[config.mk]
export PLATFORM = sky130hd
export DESIGN_NAME = mem_access_ctrl
export DESIGN_NICKNAME = d
export VERILOG_FILES = /design/src/rtl/mem_access_pkg.sv /design/src/rtl/byte_lane_align.sv /design/src/rtl/mem_access_ctrl.sv
export SDC_FILE = /design/constraint.sdc
export NUM_CORES = 1
export LEC_CHECK = 0
export CAP_MARGIN = 40
export CORE_ASPECT_RATIO = 1.2
export CORE_MARGIN = 3
export CORE_UTILIZATION = 45
export DETAILED_ROUTE_END_ITERATION = 10
export DONT_BUFFER_PORTS = 1
export PLACE_DENSITY = 0.61
export SYNTH_ARGS = -nofsm -noshare
export SYNTH_HDL_FRONTEND = slang
export SYNTH_SLANG_ARGS = --single-unit
[constraint.sdc]
create_clock -name CLK -period 3.3 [get_ports CLK]
set_input_delay 0.495 -clock CLK [delete_from_list [all_inputs] [get_ports CLK]]
set_output_delay 0.495 -clock CLK [all_outputs]
set_load 0.05 [all_outputs]
[src/rtl/mem_access_pkg.sv]
// Shared encodings for the load/store sequencer: access sizes, FSM states, lane count.
// Also hosts the misalignment predicate used when MISALIGN_TRAP_EN is defined.
package mem_access_pkg;

  localparam int LANES = 4;

  localparam logic [1:0] SZ_BYTE = 2'b00;
  localparam logic [1:0] SZ_HALF = 2'b01;
  localparam logic [1:0] SZ_WORD = 2'b10;

  typedef enum logic [1:0] {
    ST_IDLE   = 2'd0,
    ST_ACCESS = 2'd1,
    ST_WRITE  = 2'd2,
    ST_DONE   = 2'd3
  } state_t;

  // The reserved size 2'b11 behaves as a word, so size[1] alone selects word rules.
  function automatic logic is_misaligned(input logic [1:0] size, input logic [1:0] lane);
    return ((size == SZ_HALF) && lane[0]) || (size[1] && (lane != 2'b00));
  endfunction

endpackage

[src/rtl/byte_lane_align.sv]
// Combinational little-endian lane logic: extracts and extends loads, merges sub-word stores.
// Low lane bits that are illegal for the size are dropped, so accesses align down.
module byte_lane_align
  import mem_access_pkg::*;
#(
  parameter int WIDTH = 32
) (
  input  logic [WIDTH-1:0] i_mem_do,
  input  logic [WIDTH-1:0] i_old,
  input  logic [WIDTH-1:0] i_wdata,
  input  logic [1:0]       i_lane,
  input  logic [1:0]       i_size,
  input  logic             i_signed,
  output logic [WIDTH-1:0] o_load,
  output logic [WIDTH-1:0] o_merged
);

  localparam logic [WIDTH-1:0] BYTE_MASK = WIDTH'(8'hFF);
  localparam logic [WIDTH-1:0] HALF_MASK = WIDTH'(16'hFFFF);

  logic [1:0]       w_lane;
  logic [4:0]       w_sh;
  logic [WIDTH-1:0] w_shifted;
  logic [WIDTH-1:0] w_mask;
  logic [WIDTH-1:0] w_data;

  always_comb begin
    w_lane = 2'b00;
    if (i_size == SZ_BYTE)      w_lane = i_lane;
    else if (i_size == SZ_HALF) w_lane = {i_lane[1], 1'b0};
    w_sh      = {w_lane, 3'b000};
    w_shifted = i_mem_do >> w_sh;

    o_load = i_mem_do;
    if (i_size == SZ_BYTE)
      o_load = {{(WIDTH-8){i_signed & w_shifted[7]}}, w_shifted[7:0]};
    else if (i_size == SZ_HALF)
      o_load = {{(WIDTH-16){i_signed & w_shifted[15]}}, w_shifted[15:0]};

    w_mask = '1;
    if (i_size == SZ_BYTE)      w_mask = BYTE_MASK << w_sh;
    else if (i_size == SZ_HALF) w_mask = HALF_MASK << w_sh;
    // Store data is right-justified; upper WDATA bits never reach memory.
    w_data   = i_wdata << w_sh;
    o_merged = (i_old & ~w_mask) | (w_data & w_mask);
  end

endmodule

[src/rtl/mem_access_ctrl.sv]
// Byte-addressed load/store sequencer over a word-wide memory; sub-word stores use read-modify-write.
// Optional MISALIGN_TRAP_EN: misaligned requests finish immediately with ERR instead of aligning down.
module mem_access_ctrl
  import mem_access_pkg::*;
#(
  parameter int WIDTH  = 32,
  parameter int ADDR_W = 5
) (
  input  logic              CLK,
  input  logic              RST_N,
  input  logic              REQ,
  input  logic              WR,
  input  logic [1:0]        SIZE,
  input  logic              SIGNED,
  input  logic [ADDR_W+1:0] BADDR,
  input  logic [WIDTH-1:0]  WDATA,
  output logic [WIDTH-1:0]  RDATA,
  output logic              DONE,
  output logic              BUSY,
  output logic              ERR,
  output logic [ADDR_W-1:0] MEM_ADDR,
  output logic [WIDTH-1:0]  MEM_WDI,
  output logic              MEM_WE,
  input  logic [WIDTH-1:0]  MEM_DO
);

  state_t            r_state, w_next;
  logic              r_wr, r_signed;
  logic [1:0]        r_size, r_lane;
  logic [WIDTH-1:0]  r_wdata, r_rdata, r_rmw;
  logic [ADDR_W-1:0] r_mem_addr;
  logic              w_subword, w_trap, w_we;
  logic [WIDTH-1:0]  w_load, w_merged, w_wdi;

  byte_lane_align #(.WIDTH(WIDTH)) u_align (
    .i_mem_do (MEM_DO),
    .i_old    (r_rmw),
    .i_wdata  (r_wdata),
    .i_lane   (r_lane),
    .i_size   (r_size),
    .i_signed (r_signed),
    .o_load   (w_load),
    .o_merged (w_merged)
  );

  assign w_subword = (r_size == SZ_BYTE) || (r_size == SZ_HALF);
`ifdef MISALIGN_TRAP_EN
  assign w_trap = is_misaligned(SIZE, BADDR[1:0]);
`else
  assign w_trap = 1'b0;
`endif

  always_comb begin
    w_next = r_state;
    w_we   = 1'b0;
    w_wdi  = r_rmw;
    case (r_state)
      ST_IDLE:   if (REQ) w_next = w_trap ? ST_DONE : ST_ACCESS;
      ST_ACCESS: begin
        w_next = (r_wr && w_subword) ? ST_WRITE : ST_DONE;
        if (r_wr && !w_subword) begin
          w_we  = 1'b1;
          w_wdi = r_wdata;
        end
      end
      ST_WRITE: begin
        w_next = ST_DONE;
        w_we   = 1'b1;
        w_wdi  = w_merged;
      end
      default:   w_next = ST_IDLE;
    endcase
  end

  always_ff @(posedge CLK) begin
    if (!RST_N) begin
      r_state    <= ST_IDLE;
      r_wr       <= 1'b0;
      r_size     <= SZ_BYTE;
      r_signed   <= 1'b0;
      r_lane     <= 2'b00;
      r_wdata    <= '0;
      r_rdata    <= '0;
      r_rmw      <= '0;
      r_mem_addr <= '0;
    end else begin
      r_state <= w_next;
      if (r_state == ST_IDLE && REQ) begin
        r_wr       <= WR;
        r_size     <= SIZE;
        r_signed   <= SIGNED;
        r_lane     <= BADDR[1:0];
        r_wdata    <= WDATA;
        r_mem_addr <= BADDR[ADDR_W+1:2];
      end
      if (r_state == ST_ACCESS) begin
        if (!r_wr)          r_rdata <= w_load;
        else if (w_subword) r_rmw   <= MEM_DO;
      end
    end
  end

`ifdef MISALIGN_TRAP_EN
  logic r_err;
  always_ff @(posedge CLK) begin
    if (!RST_N)                           r_err <= 1'b0;
    else if (r_state == ST_IDLE && REQ)   r_err <= w_trap;
    else if (r_state == ST_DONE)          r_err <= 1'b0;
  end
  assign ERR = r_err;
`else
  assign ERR = 1'b0;
`endif

  // Gating with RST_N keeps a reset edge from committing a half-finished store.
  assign MEM_WE   = w_we & RST_N;
  assign MEM_WDI  = w_wdi;
  assign RDATA    = r_rdata;
  assign DONE     = (r_state == ST_DONE);
  assign BUSY     = (r_state != ST_IDLE);
  assign MEM_ADDR = r_mem_addr;

endmodule

## Word level (Yosys, flattened, before mapping)

Index checks and enable logic that the tools add are counted.

| word-level totals | value |
|---|---|
| register bits after elaboration | 109 |
| bits of input ports | 78 |
| output and inout port bits | 73 |
| word-level logic and storage cells | 49 |

| operators by class | value |
|---|---|
| equal/unequal tests | 5 |
| shift operators | 4 |
| mux-type cells | 13 |
| bitwise gates (word level) | 8 |
| reduce and logical (&&, ||, !) cells | 10 |

Operator list:

| kind | count |
|---|---|
| 32-bit 2-to-1 mux | 5 |
| 32-bit bitwise AND | 2 |
| 32-bit one-hot mux with 2 select lines | 1 |
| 32-bit NOT | 1 |
| 32-bit OR | 1 |
| 16-bit by 5-bit left shift with 32-bit output, first input constant | 1 |
| 32-bit by 5-bit left shift with 32-bit output | 1 |
| 8-bit by 5-bit left shift with 32-bit output, first input constant | 1 |
| 32-bit by 5-bit right shift with 16-bit output | 1 |
| 2-bit 2-to-1 mux | 3 |
| 2-bit one-hot mux with 3 select lines | 1 |
| 2-bit by 1-bit equality test with 1-bit output, second input constant | 2 |
| 2-bit equality test, second input constant | 2 |
| 2-bit zero test | 2 |
| 1-bit bitwise AND | 3 |
| 1-bit logical AND | 3 |
| 3-bit AND reduction | 1 |
| 1-bit 2-to-1 mux | 2 |
| 2-bit != test, second input constant | 1 |
| 1-bit one-hot mux with 2 select lines | 1 |
| 2-bit AND reduction | 1 |
| 2-bit nonzero test | 1 |
| 1-bit zero test | 1 |
| 1-bit logical OR | 1 |
| 1-bit NOT | 1 |

## Logic depth before layout (Yosys ltp)

| depth | value |
|---|---|
| depth after elaboration | 10 |
| mapped depth | 10 |
| depth with buffers taken out | 7 |

## Modules after synthesis

A second synthesis with hierarchy kept.

| second synthesis, totals | value |
|---|---|
| cells, all modules | 859 |
| area total of the unflattened synthesis | 6780.3 µm² |

By module, submodules not included:

| module | times used | cells each | area each (µm²) | seq. area each (µm²) |
|---|---|---|---|---|
| mem_access_ctrl | 1 | 636 | 5158.7 | 2182.1 |
| byte_lane_align | 1 | 223 | 1621.6 | 0.0 |

## Worst setup path before layout

OpenSTA, ideal clock, no wires.

| path | value |
|---|---|
| path kind | reg2out |
| start | register r_lane[1] |
| end | output port MEM_WDI[17] |
| arrival | 2.631 ns |
| required time | 2.805 ns |
| slack | 0.174 ns |
| stages on the path, launching flop included | 8 |
| path buffers | 2 |
| cells stage by stage | dfxtp_1 nor2b_1 buf_2 clkbuf_1 ha_1 and2_1 o311ai_1 o21ai_0 |

| on the way | value |
|---|---|
| longest elaborated chain between the ends | 9 |
| elaborated cells between the ends (all ways) | 12 |
| classes of those cells | shift (3); mux (5); bitwise (4) |

RTL lines:

| what | RTL line | source |
|---|---|---|
| start, declared | mem_access_ctrl.sv:29 | `logic [1:0] r_size, r_lane;` |
| start signal, assigned | mem_access_ctrl.sv:92 | `r_lane <= BADDR[1:0];` |
| 2-bit 2-to-1 mux | byte_lane_align.sv:30 | `else if (i_size == SZ_HALF) w_lane = {i_lane[1], 1'b0};` |
| 2-bit 2-to-1 mux (*) | byte_lane_align.sv:29 | `if (i_size == SZ_BYTE) w_lane = i_lane;` |
| 16-bit by 5-bit left shift with 32-bit output | byte_lane_align.sv:42 | `else if (i_size == SZ_HALF) w_mask = HALF_MASK << w_sh;` |
| 32-bit 2-to-1 mux | byte_lane_align.sv:42 |  |
| 32-bit 2-to-1 mux | byte_lane_align.sv:41 | `if (i_size == SZ_BYTE) w_mask = BYTE_MASK << w_sh;` |
| 32-bit NOT | byte_lane_align.sv:45 | `o_merged = (i_old & ~w_mask) \| (w_data & w_mask);` |
| 32-bit bitwise AND | byte_lane_align.sv:45 |  |
| 32-bit OR (*) | byte_lane_align.sv:45 |  |
| 32-bit one-hot mux with 2 select lines (*) | mem_access_ctrl.sv:57 | `case (r_state)` |
| end, declared | mem_access_ctrl.sv:22 | `output logic [WIDTH-1:0] MEM_WDI,` |

Every way passes the cells marked *; elsewhere a longest branch is shown, timed or not.

## Final worst setup path

| path | value |
|---|---|
| start | register r_size[0] |
| end | output port MEM_WDI[1] |

| on the way | value |
|---|---|
| longest elaborated chain between the ends | 10 |
| elaborated cells between the ends (all ways) | 18 |
| classes of those cells | eq/ne (1); shift (3); mux (6); bitwise (4); reduce/logical (4) |

RTL lines:

| what | RTL line | source |
|---|---|---|
| start, declared | mem_access_ctrl.sv:29 |  |
| start signal, assigned | mem_access_ctrl.sv:79 | `r_size <= SZ_BYTE;` |
| start signal, assigned | mem_access_ctrl.sv:90 | `r_size <= SIZE;` |
| 2-bit by 1-bit equality test with 1-bit output | byte_lane_align.sv:30, byte_lane_align.sv:42, mem_access_ctrl.sv:46 |  |
| 2-bit 2-to-1 mux | byte_lane_align.sv:30 |  |
| 2-bit 2-to-1 mux | byte_lane_align.sv:29 |  |
| 16-bit by 5-bit left shift with 32-bit output | byte_lane_align.sv:42 |  |
| 32-bit 2-to-1 mux | byte_lane_align.sv:42 |  |
| 32-bit 2-to-1 mux | byte_lane_align.sv:41 |  |
| 32-bit NOT | byte_lane_align.sv:45 |  |
| 32-bit bitwise AND | byte_lane_align.sv:45 |  |
| 32-bit OR | byte_lane_align.sv:45 |  |
| 32-bit one-hot mux with 2 select lines (*) | mem_access_ctrl.sv:57 |  |

Marked as above.

==> results.yml <==
critical_path:
  crit_required_ps: 2800
  r2r_end: "RDATA[14]$_SDFFE_PN0P_"
  cp_cell_sequence: "and2b_1 > o21ai_2 > nor2b_1 > a22o_1 > buf_4"
  slowest_stage: "nor2b_1"
  worst-r2r-cell-count: 6
  r2r_slack_ps: 1170
  critPathLaunchType: "flop"
  crit_arrival_ps: 2710
  path_class: "flop to output port"
  cp_num_buf_inv: 1
  critical-path-top-delay-family: "simple AND/OR/NAND/NOR gates"
  slowest_delay_ps: 630
  critPathLaunch: "r_size[0]$_SDFFE_PN0P_"
  crit_fanout: 18
  cp-end-kind: "output port"
  r2r-start: "r_state[1]$_SDFFE_PN0P_"
die:
  core_um2: 11700
  die_x_um: 106
  placementRows: 43
  start_util: 0.465
  io_pins: 151
  die_y_um: 126
  dieArea_um2: 13400
timing:
  period_minus_slack_ps: 3210
  finalSetupViolations: 0
  rsz0062_at_grt: "no"
  slew-limit-headroom: 0.477
  timing.final.crit_share: 0.972
  fmax_ghz: 0.312
  tightest_slew_ps: 784
  finalHoldViolCount: 0
  slew_viol_final: 0
  setup_tns_ps: 0
  fin_skew_ps: 5.66
place:
  dp_cells: 833
  dpl.hpwl_mm: 12.6
  gp_congestion: 0.961
  numPortBuffers: 0
global_route:
  grt_max_degree: 78
  antenna_found_initial: 0
  overflow: 0
  met2_usage: 0.419
  grt.busiest_layer: "met2"
  grt_pass1_vias: 4896
  grt_util_met3: 0.0677
  use_met1: 0.316
  track_usage: 0.251
  grt_pass1_wl_mm: 26.6
cts:
  cts_resized: 0
  numClockSinks: 109
  cts.htree.levels: 3
  clk_path_buf_depth: 2
  cts_tree: "built"
  clkTransAtPathRegs_ps: 80
  cts_root_buf: "clkbuf_16"
  numCtsBuffers: 9
  worstSkewPairLatency_ps: 350
logic_synthesis:
  ys_ff_latch: 109
  ys_seq_area_frac: 0.402
  syn_inst: 692
  synth_warnings: 0
  synth_edf_count: 0
  synth_top_cell_area_share: 0.402
  ys_top_cells_by_area: "dfxtp_1 (40%), nand2_1 (13%), a21oi_1 (9.6%), nor2b_1 (3.9%), mux4_1 (3.9%)"
  syn-mean-instance-area_um2: 7.84
  yosysMostFrequentCell: "nand2_1"
  ys_async_sr_fraction: 0
  syn_nets: 775
  syn_area_um2: 5430
  synthFlopType: "dfxtp_1"
  synth_common_cells: "nand2_1 (186), dfxtp_1 (109), a21oi_1 (104), o21ai_0 (41), clkbuf_1 (39)"
  synth_top_cell_by_area: "dfxtp_1"
  synth.distinct_cells: 50
power:
  leakagePower_nw: 2.28
  power_density_nw_per_um2: 758
  worst_ir_drop_vdd_v: 0.000542
cells_and_area:
  final_cells: 851
  multi_input_area_um2: 2920
  layout-drive-gt1-share: 0.114
  antenna_cells: 0
  area_growth_pct: 10.8
  seq_area_um2: 2180
  fin_nets: 772
  num-fill-cells: 1177
worst_hold_path:
  hp-start: "MEM_DO[6]"
  hold_path_class: "primary input to flop"
  hold_path_end: "r_rmw[6]$_SDFFE_PN0P_"
  holdPathStages: 2
drt:
  drtPass1Iterations: 5
  viasPerCell: 5.92
  drtIter0Drc: 361
  wl_mm: 17.0
  drc: 0
  routedWlPerCell_um: 20.0
  drtAntennaViolNets: 0
  dr_total_vias: 5041
job:
  cap_violations: 0
run_status:
  status: "completed"
cell type report:
cell class / count / share of cell area
multi-input combinational: 506 / 0.486
sequential: 109 / 0.363
timing repair buffer: 44 / 0.0562
clock buffer: 9 / 0.0375
tap: 157 / 0.0327
clock inverter: 7 / 0.0125
inverter: 19 / 0.0119
flip-flops by register name (all words and copies together), names as in the netlist, 2 cells and up:
| name | flops |
|---|---|
| RDATA | 32 |
| r_state | 2 |
| r_lane | 2 |
| r_wdata | 32 |
| MEM_ADDR | 5 |
| r_rmw | 32 |
| r_size | 2 |
where the power goes:
part	switching [mW]	internal [mW]	total, mW
sequential	0.684	1.55	2.23
combinational	0.818	0.438	1.26
clock	0.530	0.539	1.07
total	2.03	2.52	4.55
cells by family after synthesis:
group	share of synthesized area
AOI/OAI and AO/OA	0.277
and+or+nand+nor	0.205
muxes	0.0445
DFF	0.402
buffers and inverters	0.0597
adders and majority gates	0.0115
other	0.000691
worst max path at each step:
stage,endpoint,depth (start not counted)
2_1_floorplan,MEM_WDI[17],7
3_3_place_gp,MEM_WDI[7],5
3_5_place_dp,MEM_WDI[1],5
4_1_cts,MEM_WDI[1],5
5_1_grt,MEM_WDI[23],9
6_report,MEM_WDI[1],5
worst reg2reg max path, delay by kind of cell, from the launching register on:
family / cells / cell delay [ps]
fa+ha+maj: 1 / 250
flops: 1 / 330
compound gates: 2 / 790
simple gates: 1 / 170
buf+inv: 2 / 440
placed cells by master, fill, tap and decap left out, drive strengths merged, types with 15 or more instances in the layout:
master	netlist	routed
a21oi	104	104
o21ai	45	45
buf	19	44
nor2b	34	34
dfxtp	109	109
nand2	186	186
inv	18	23
nand3	15	15
a22oi	16	16
a222oi	16	16
per-layer routing:
layer / vias up / wire length (um) / part of all wire
li1: 2427 / - / -
met1: 2342 / 6960 / 0.41
met2: 245 / 8090 / 0.47
met3: 27 / 1560 / 0.092
met4: 0 / 431 / 0.025
met5: - / 0 / 0
stage by stage:
step                      hold WS (ps)  setup slack (ps)  power (mW)  cell area, um^2   util
after CTS                          264              55.4        4.55             6000  0.514
after global placement             445               448        3.44             5680  0.487
after floorplan                    432               174        3.13             5430      -
after global routing               265              19.0        4.80             6010  0.515
final                              275              92.4        4.55             6010  0.515
after detailed placement           446               417        3.48             5700  0.488
timing repair:
| item | 4_1_cts | 5_1_grt |
|---|---|---|
| setup endpoints to repair | 0 | 12 |
| hold buffers | 0 | 0 |
| buffers inserted | 0 | 2 |
(Power assumes the default switching activity.)
